**src/rtl/spi_master_param.sv**
```systemverilog
// Parametrised SPI master: runtime CPOL/CPHA, clock divider and bit order,
// multiple active-low chip selects, start/busy/done handshake.
module spi_master_param #(
  parameter int DATA_W = 8,
  parameter int NUM_CS = 4,
  parameter int DIV_W  = 8,
  localparam int CS_W  = (NUM_CS > 1) ? $clog2(NUM_CS) : 1
) (
  input  logic              clk,
  input  logic              rst,
  input  logic              SPI_start,
  input  logic [DATA_W-1:0] data_in,
  input  logic [CS_W-1:0]   cs_sel,
  input  logic              cpol,
  input  logic              cpha,
  input  logic              lsb_first,
  input  logic [DIV_W-1:0]  clk_div,
  input  logic              SPI_MISO,
  output logic              SPI_MOSI,
  output logic              SPI_CLK,
  output logic [NUM_CS-1:0] SPI_EN,
  output logic              busy,
  output logic              done,
  output logic [DATA_W-1:0] data_out,
  output logic              err
);

  localparam int EDGE_W = $clog2(2 * DATA_W) + 1;
  localparam logic [EDGE_W-1:0] LAST_EDGE = EDGE_W'(2 * DATA_W);
  localparam logic [EDGE_W-1:0] FIRST_EDGE = EDGE_W'(1);
  localparam logic [CS_W:0] NUM_CS_L = (CS_W + 1)'(NUM_CS);

  typedef enum logic [1:0] {
    ST_IDLE  = 2'd0,
    ST_LEAD  = 2'd1,
    ST_XFER  = 2'd2,
    ST_TRAIL = 2'd3
  } state_t;

  function automatic logic [NUM_CS-1:0] cs_decode_low(input logic [CS_W-1:0] sel);
    logic [NUM_CS-1:0] v;
    for (int i = 0; i < NUM_CS; i++) begin
      v[i] = (CS_W'(i) != sel);
    end
    return v;
  endfunction

  function automatic logic first_bit(input logic [DATA_W-1:0] d, input logic lsb);
    return lsb ? d[0] : d[DATA_W-1];
  endfunction

  function automatic logic [DATA_W-1:0] shift_tx(input logic [DATA_W-1:0] d, input logic lsb);
    return lsb ? {1'b0, d[DATA_W-1:1]} : {d[DATA_W-2:0], 1'b0};
  endfunction

  function automatic logic [DATA_W-1:0] shift_in(input logic [DATA_W-1:0] d, input logic b,
                                                 input logic lsb);
    return lsb ? {b, d[DATA_W-1:1]} : {d[DATA_W-2:0], b};
  endfunction

  state_t              state_q, state_d;
  logic [DIV_W-1:0]    cnt_q, cnt_d;
  logic [EDGE_W-1:0]   edge_q, edge_d;
  logic [DATA_W-1:0]   tx_q, tx_d;
  logic [DATA_W-1:0]   shadow_q, shadow_d;
  logic [DIV_W-1:0]    div_q, div_d;
  logic                cpol_q, cpol_d;
  logic                cpha_q, cpha_d;
  logic                lsb_q, lsb_d;
  logic                sclk_q, sclk_d;
  logic                mosi_q, mosi_d;
  logic [NUM_CS-1:0]   en_q, en_d;
  logic                busy_q, busy_d;
  logic                done_q, done_d;
  logic                err_q, err_d;
  logic [DATA_W-1:0]   data_out_q, data_out_d;
  logic                launch;
  logic                tick;
  logic [EDGE_W-1:0]   e_new;

  // Next-state and datapath: phase sequencing plus the per-SCLK-edge shift/sample actions.
  always_comb begin
    state_d    = state_q;
    cnt_d      = cnt_q;
    edge_d     = edge_q;
    tx_d       = tx_q;
    shadow_d   = shadow_q;
    div_d      = div_q;
    cpol_d     = cpol_q;
    cpha_d     = cpha_q;
    lsb_d      = lsb_q;
    sclk_d     = sclk_q;
    mosi_d     = mosi_q;
    en_d       = en_q;
    busy_d     = busy_q;
    done_d     = 1'b0;
    err_d      = 1'b0;
    data_out_d = data_out_q;
    launch     = 1'b0;
    e_new      = edge_q + FIRST_EDGE;
    tick       = (cnt_q == div_q);

    case (state_q)
      ST_IDLE: begin
        sclk_d = cpol;
        mosi_d = 1'b0;
        cnt_d  = '0;
        if (SPI_start) begin
          if ({1'b0, cs_sel} < NUM_CS_L) begin
            state_d = ST_LEAD;
            tx_d    = data_in;
            div_d   = clk_div;
            cpol_d  = cpol;
            cpha_d  = cpha;
            lsb_d   = lsb_first;
            edge_d  = '0;
            busy_d  = 1'b1;
            en_d    = cs_decode_low(cs_sel);
            mosi_d  = first_bit(data_in, lsb_first);
          end else begin
            err_d = 1'b1;
          end
        end else begin
          err_d = 1'b0;
        end
      end
      ST_LEAD: begin
        if (tick) begin
          state_d = ST_XFER;
          launch  = 1'b1;
          cnt_d   = '0;
        end else begin
          cnt_d = cnt_q + DIV_W'(1);
        end
      end
      ST_XFER: begin
        if (tick) begin
          launch = 1'b1;
          cnt_d  = '0;
          if (e_new == LAST_EDGE) begin
            state_d = ST_TRAIL;
          end else begin
            state_d = ST_XFER;
          end
        end else begin
          cnt_d = cnt_q + DIV_W'(1);
        end
      end
      ST_TRAIL: begin
        if (tick) begin
          state_d    = ST_IDLE;
          cnt_d      = '0;
          en_d       = '1;
          busy_d     = 1'b0;
          mosi_d     = 1'b0;
          data_out_d = shadow_q;
          done_d     = 1'b1;
        end else begin
          cnt_d = cnt_q + DIV_W'(1);
        end
      end
      default: begin
        state_d = ST_IDLE;
      end
    endcase

    // Odd edges are leading; the sampling edge is the leading one for cpha=0, trailing for cpha=1.
    if (launch) begin
      sclk_d = ~sclk_q;
      edge_d = e_new;
      if (e_new[0] != cpha_q) begin
        shadow_d = shift_in(shadow_q, SPI_MISO, lsb_q);
      end else if ((e_new != LAST_EDGE) && (e_new != FIRST_EDGE)) begin
        tx_d   = shift_tx(tx_q, lsb_q);
        mosi_d = first_bit(tx_d, lsb_q);
      end else begin
        tx_d = tx_q;
      end
    end else begin
      edge_d = edge_d;
    end
  end

  // State and output registers.
  always_ff @(posedge clk or posedge rst) begin
    if (rst) begin
      state_q    <= ST_IDLE;
      cnt_q      <= '0;
      edge_q     <= '0;
      tx_q       <= '0;
      shadow_q   <= '0;
      div_q      <= '0;
      cpol_q     <= 1'b0;
      cpha_q     <= 1'b0;
      lsb_q      <= 1'b0;
      sclk_q     <= 1'b0;
      mosi_q     <= 1'b0;
      en_q       <= '1;
      busy_q     <= 1'b0;
      done_q     <= 1'b0;
      err_q      <= 1'b0;
      data_out_q <= '0;
    end else begin
      state_q    <= state_d;
      cnt_q      <= cnt_d;
      edge_q     <= edge_d;
      tx_q       <= tx_d;
      shadow_q   <= shadow_d;
      div_q      <= div_d;
      cpol_q     <= cpol_d;
      cpha_q     <= cpha_d;
      lsb_q      <= lsb_d;
      sclk_q     <= sclk_d;
      mosi_q     <= mosi_d;
      en_q       <= en_d;
      busy_q     <= busy_d;
      done_q     <= done_d;
      err_q      <= err_d;
      data_out_q <= data_out_d;
    end
  end

  assign SPI_MOSI = mosi_q;
  assign SPI_CLK  = sclk_q;
  assign SPI_EN   = en_q;
  assign busy     = busy_q;
  assign done     = done_q;
  assign err      = err_q;
  assign data_out = data_out_q;

endmodule

```
**config.mk**
```make
export PLATFORM = sky130hd
export DESIGN_NAME = spi_master_param
export DESIGN_NICKNAME = d
export VERILOG_FILES = /design/src/rtl/spi_master_param.sv
export SDC_FILE = /design/constraint.sdc
export NUM_CORES = 1
export LEC_CHECK = 0
export CAP_MARGIN = 20
export CORE_AREA = 2 2 79 81
export CTS_CLUSTER_DIAMETER = 100
export DETAILED_ROUTE_END_ITERATION = 8
export DIE_AREA = 0 0 81 83
export PLACE_DENSITY_LB_ADDON = 0.25
export SETUP_SLACK_MARGIN = 0.02
export SLEW_MARGIN = 20
export SYNTH_ARGS = -nofsm -noshare
export SYNTH_HDL_FRONTEND = slang
export SYNTH_SLANG_ARGS = --single-unit
```
**constraint.sdc**
```tcl
create_clock -name clk -period 2.4 [get_ports clk]
set_clock_uncertainty 0.1 [all_clocks]
set_input_delay 0.36 -clock clk [delete_from_list [all_inputs] [get_ports clk]]
set_output_delay 0.36 -clock clk [all_outputs]
set_load 0.005 [all_outputs]
```
==> impl_metrics.py <==
metrics = {
    "sta": {
        "relSlewSlack": 0.580,
        "hold_viol": 0,
        "final-setup-viol-count": 0,
        "rsz0062_at_grt": "no",
        "period_minus_slack_ps": 2250,
        "fmax_ghz": 0.445,
        "worstMarginPinSlew_ps": 631,
        "report.final.slew_viol_count": 0,
        "finalSetupTns_ps": 0,
        "finalCritPeriodShare": 0.937,
        "worst_slack_ps": 152,
        "whs_ps": 297,
    },
    "clock_network": {
        "cts_setup_buffers": 0,
        "cts_sinks": 57,
        "cts_resized": 0,
        "cts_hold_buf": 0,
        "root_buffer": "clkbuf_8",
        "cts_tree": "built",
        "clk_path_buf_depth": 2,
        "htreeDepth": 3,
        "insertion_delay_ps": 330,
        "cts_buffers": 9,
        "clk_pin_slew_worst_paths_ps": 70,
    },
    "setup_path": {
        "end_kind": "flip-flop",
        "required_ps": 2510,
        "path_class": "reg2reg",
        "crit_fanout": 8,
        "cp.arrival_ps": 2360,
        "critPathLaunchType": "flip-flop",
    },
    "final_layout": {
        "final_nets": 313,
        "seqCellArea_mm2": 0.00143,
        "fill_cells": 481,
        "multi_input_area_mm2": 0.00135,
        "synthToLayoutAreaGrowth_pct": 23.4,
        "diodes": 0,
        "final_cells": 360,
        "layout-drive-gt1-share": 0.284,
    },
    "hold_path": {
        "hp-class": "in2async",
    },
    "floorplanning": {
        "die_w_um": 81,
        "core.rowCount": 28,
        "start_util": 0.493,
        "core_mm2": 0.00582,
        "dieHeight_um": 83,
        "dieArea_mm2": 0.00672,
        "io_pins": 42,
    },
    "grt": {
        "antenna_found_initial": 0,
        "grt_pass1_vias": 1981,
        "grt_pass1_wl_um": 9110,
        "grt_max_degree": 58,
        "overflow": 0,
        "grt_usage": 0.175,
    },
    "synthesis": {
        "synthesis.area_mm2": 0.00287,
        "synth-edff-count": 0,
        "yosysWarnings": 0,
        "synth_commonest_cells": "53 x dfrtp_1, 33 x mux2_2, 16 x xor2_1",
        "synth_nets": 266,
        "postSynthCellCount": 233,
        "synth_cell_type_count": 40,
        "ys.flop_type": "dfrtp_1",
        "synth_top_area_share": 0.462,
        "yosys-top-cells-area": "dfrtp_1 46%, mux2_2 13%, xor2_1 4.9%",
        "avgSynthCellArea_um2": 12.3,
        "synth.most_common_cell": "dfrtp_1",
        "synth_top_cell_by_area": "dfrtp_1",
        "yosys_register_bits": 57,
        "ys_seq_area_frac": 0.499,
        "async_flop_share": 1.00,
    },
    "drt": {
        "vias": 1895,
        "ant_nets": 0,
        "drt_iter0_drc": 50,
        "drt_pass1_iterations": 4,
        "routed_wl_um": 5270,
        "wl_per_cell_um": 14.6,
        "drc_errors": 0,
        "viasPerCell": 5.26,
    },
    "placement": {
        "portBuffers": 40,
        "dp.cells": 344,
        "gp_congestion": 0.804,
        "dp_slack_ps": 129,
        "hpwl_um": 3680,
    },
    "pwr": {
        "p_leak_nw": 1.60,
        "power_density_mw_per_mm2": 1070,
        "peakVddDrop_mv": 0.748,
        "total_power_w": 0.00379,
    },
    "run": {
        "max_cap_violations": 0,
    },
    "outcome": {
        "status": "finished, final reports clean",
    },
}
## through the flow
step,area [um^2],util
after floorplan,2870,-
after global placement,3370,0.580
after detailed placement,3370,0.580
after CTS,3540,0.608
after global routing,3540,0.609
final,3540,0.609
## logic make-up after synthesis
logic type	after synthesis	share of synthesized area
xor gates and xnor gates	18	0.0549
buffers and inverters	22	0.0318
muxes	48	0.198
adders and majority gates	8	0.0349
DFF	57	0.499
and+or+nand+nor	53	0.102
AOI/OAI and AO/OA	26	0.0781
other	1	0.00131
## cell usage in the layout, fill, tap and decap left out, types with 2 or more instances in the layout
cell | synthesis | routed
nor4_2 | 2 | 2
buf_4 | 2 | 5
o221a_1 | 2 | 2
o22ai_1 | 2 | 2
mux2_2 | 33 | 33
nand2b_1 | 2 | 2
a31o_2 | 2 | 2
clkinvlp_4 | 0 | 2
o221a_2 | 6 | 6
clkbuf_8 | 0 | 9
dfrtp_1 | 53 | 53
dfstp_2 | 4 | 4
inv_1 | 12 | 11
or3_1 | 10 | 10
clkdlybuf4s50_1 | 0 | 40
nand2_1 | 6 | 6
a21oi_1 | 2 | 2
clkinv_2 | 0 | 4
mux2i_1 | 6 | 6
ha_1 | 8 | 7
xor2_1 | 16 | 16
xnor2_1 | 2 | 2
nor2_1 | 12 | 12
mux2_4 | 9 | 9
and3_1 | 3 | 3
a31oi_1 | 2 | 2
nor2b_1 | 3 | 3
nand3_1 | 9 | 9
o22a_1 | 4 | 4
## final cells by class
cell class	instances	area share
Multi-Input combinational cell	154	0.381
Inverter	12	0.0127
Sequential cell	57	0.404
Timing Repair Buffer	46	0.129
Clock inverter	6	0.00990
Clock buffer	10	0.0361
Tap cell	75	0.0265
## registers in the layout (all words and copies together), names as in the netlist
name,count
data_out,8
SPI_EN,4
lsb_q,1
tx_q,8
cpha_q,1
edge_q,5
busy,1
SPI_MOSI,1
state_q,2
div_q,8
SPI_CLK,1
done,1
cnt_q,8
shadow_q,8
## metal layers
layer,GRT usage,vias to the layer above,share of wire
li1,-,919,-
met1,0.238,932,0.48
met2,0.263,36,0.47
met3,0.0402,8,0.036
met4,0.0817,0,0.015
met5,0,-,0
## final timing paths
| check | from | to | slack, ps | depth (start not counted) |
|---|---|---|---|---|
| worst max register to register | edge_q[0] | tx_q[1] | 150 | 6 |
| max in group asynchronous | rst | SPI_EN[1] | 1600 | 3 |
| worst min register to register | SPI_CLK | SPI_CLK | 380 | 1 |
| min in group clk | SPI_CLK | SPI_CLK | 380 | 1 |
| worst min-delay path | rst | div_q[7] | 300 | 3 |
| worst max-delay path | edge_q[0] | tx_q[1] | 150 | 6 |
## worst max-delay path, cell delays in order (launching register included)
cell	delay [ps]
dfrtp_1	440
ha_2	240
or3b_2	440
a21oi_1	140
o21ai_0	160
mux2_4	350
o221a_2	270
## power by group
group	internal, W	total, W	switching (W)	leakage, nW
logic	0.000855	0.00141	0.000552	0.831
clock network	0.000366	0.000741	0.000375	0.0818
registers	0.00132	0.00164	0.000322	0.686
total	0.00254	0.00379	0.00125	1.60
No activity file was read; power rests on OpenSTA's default activity.
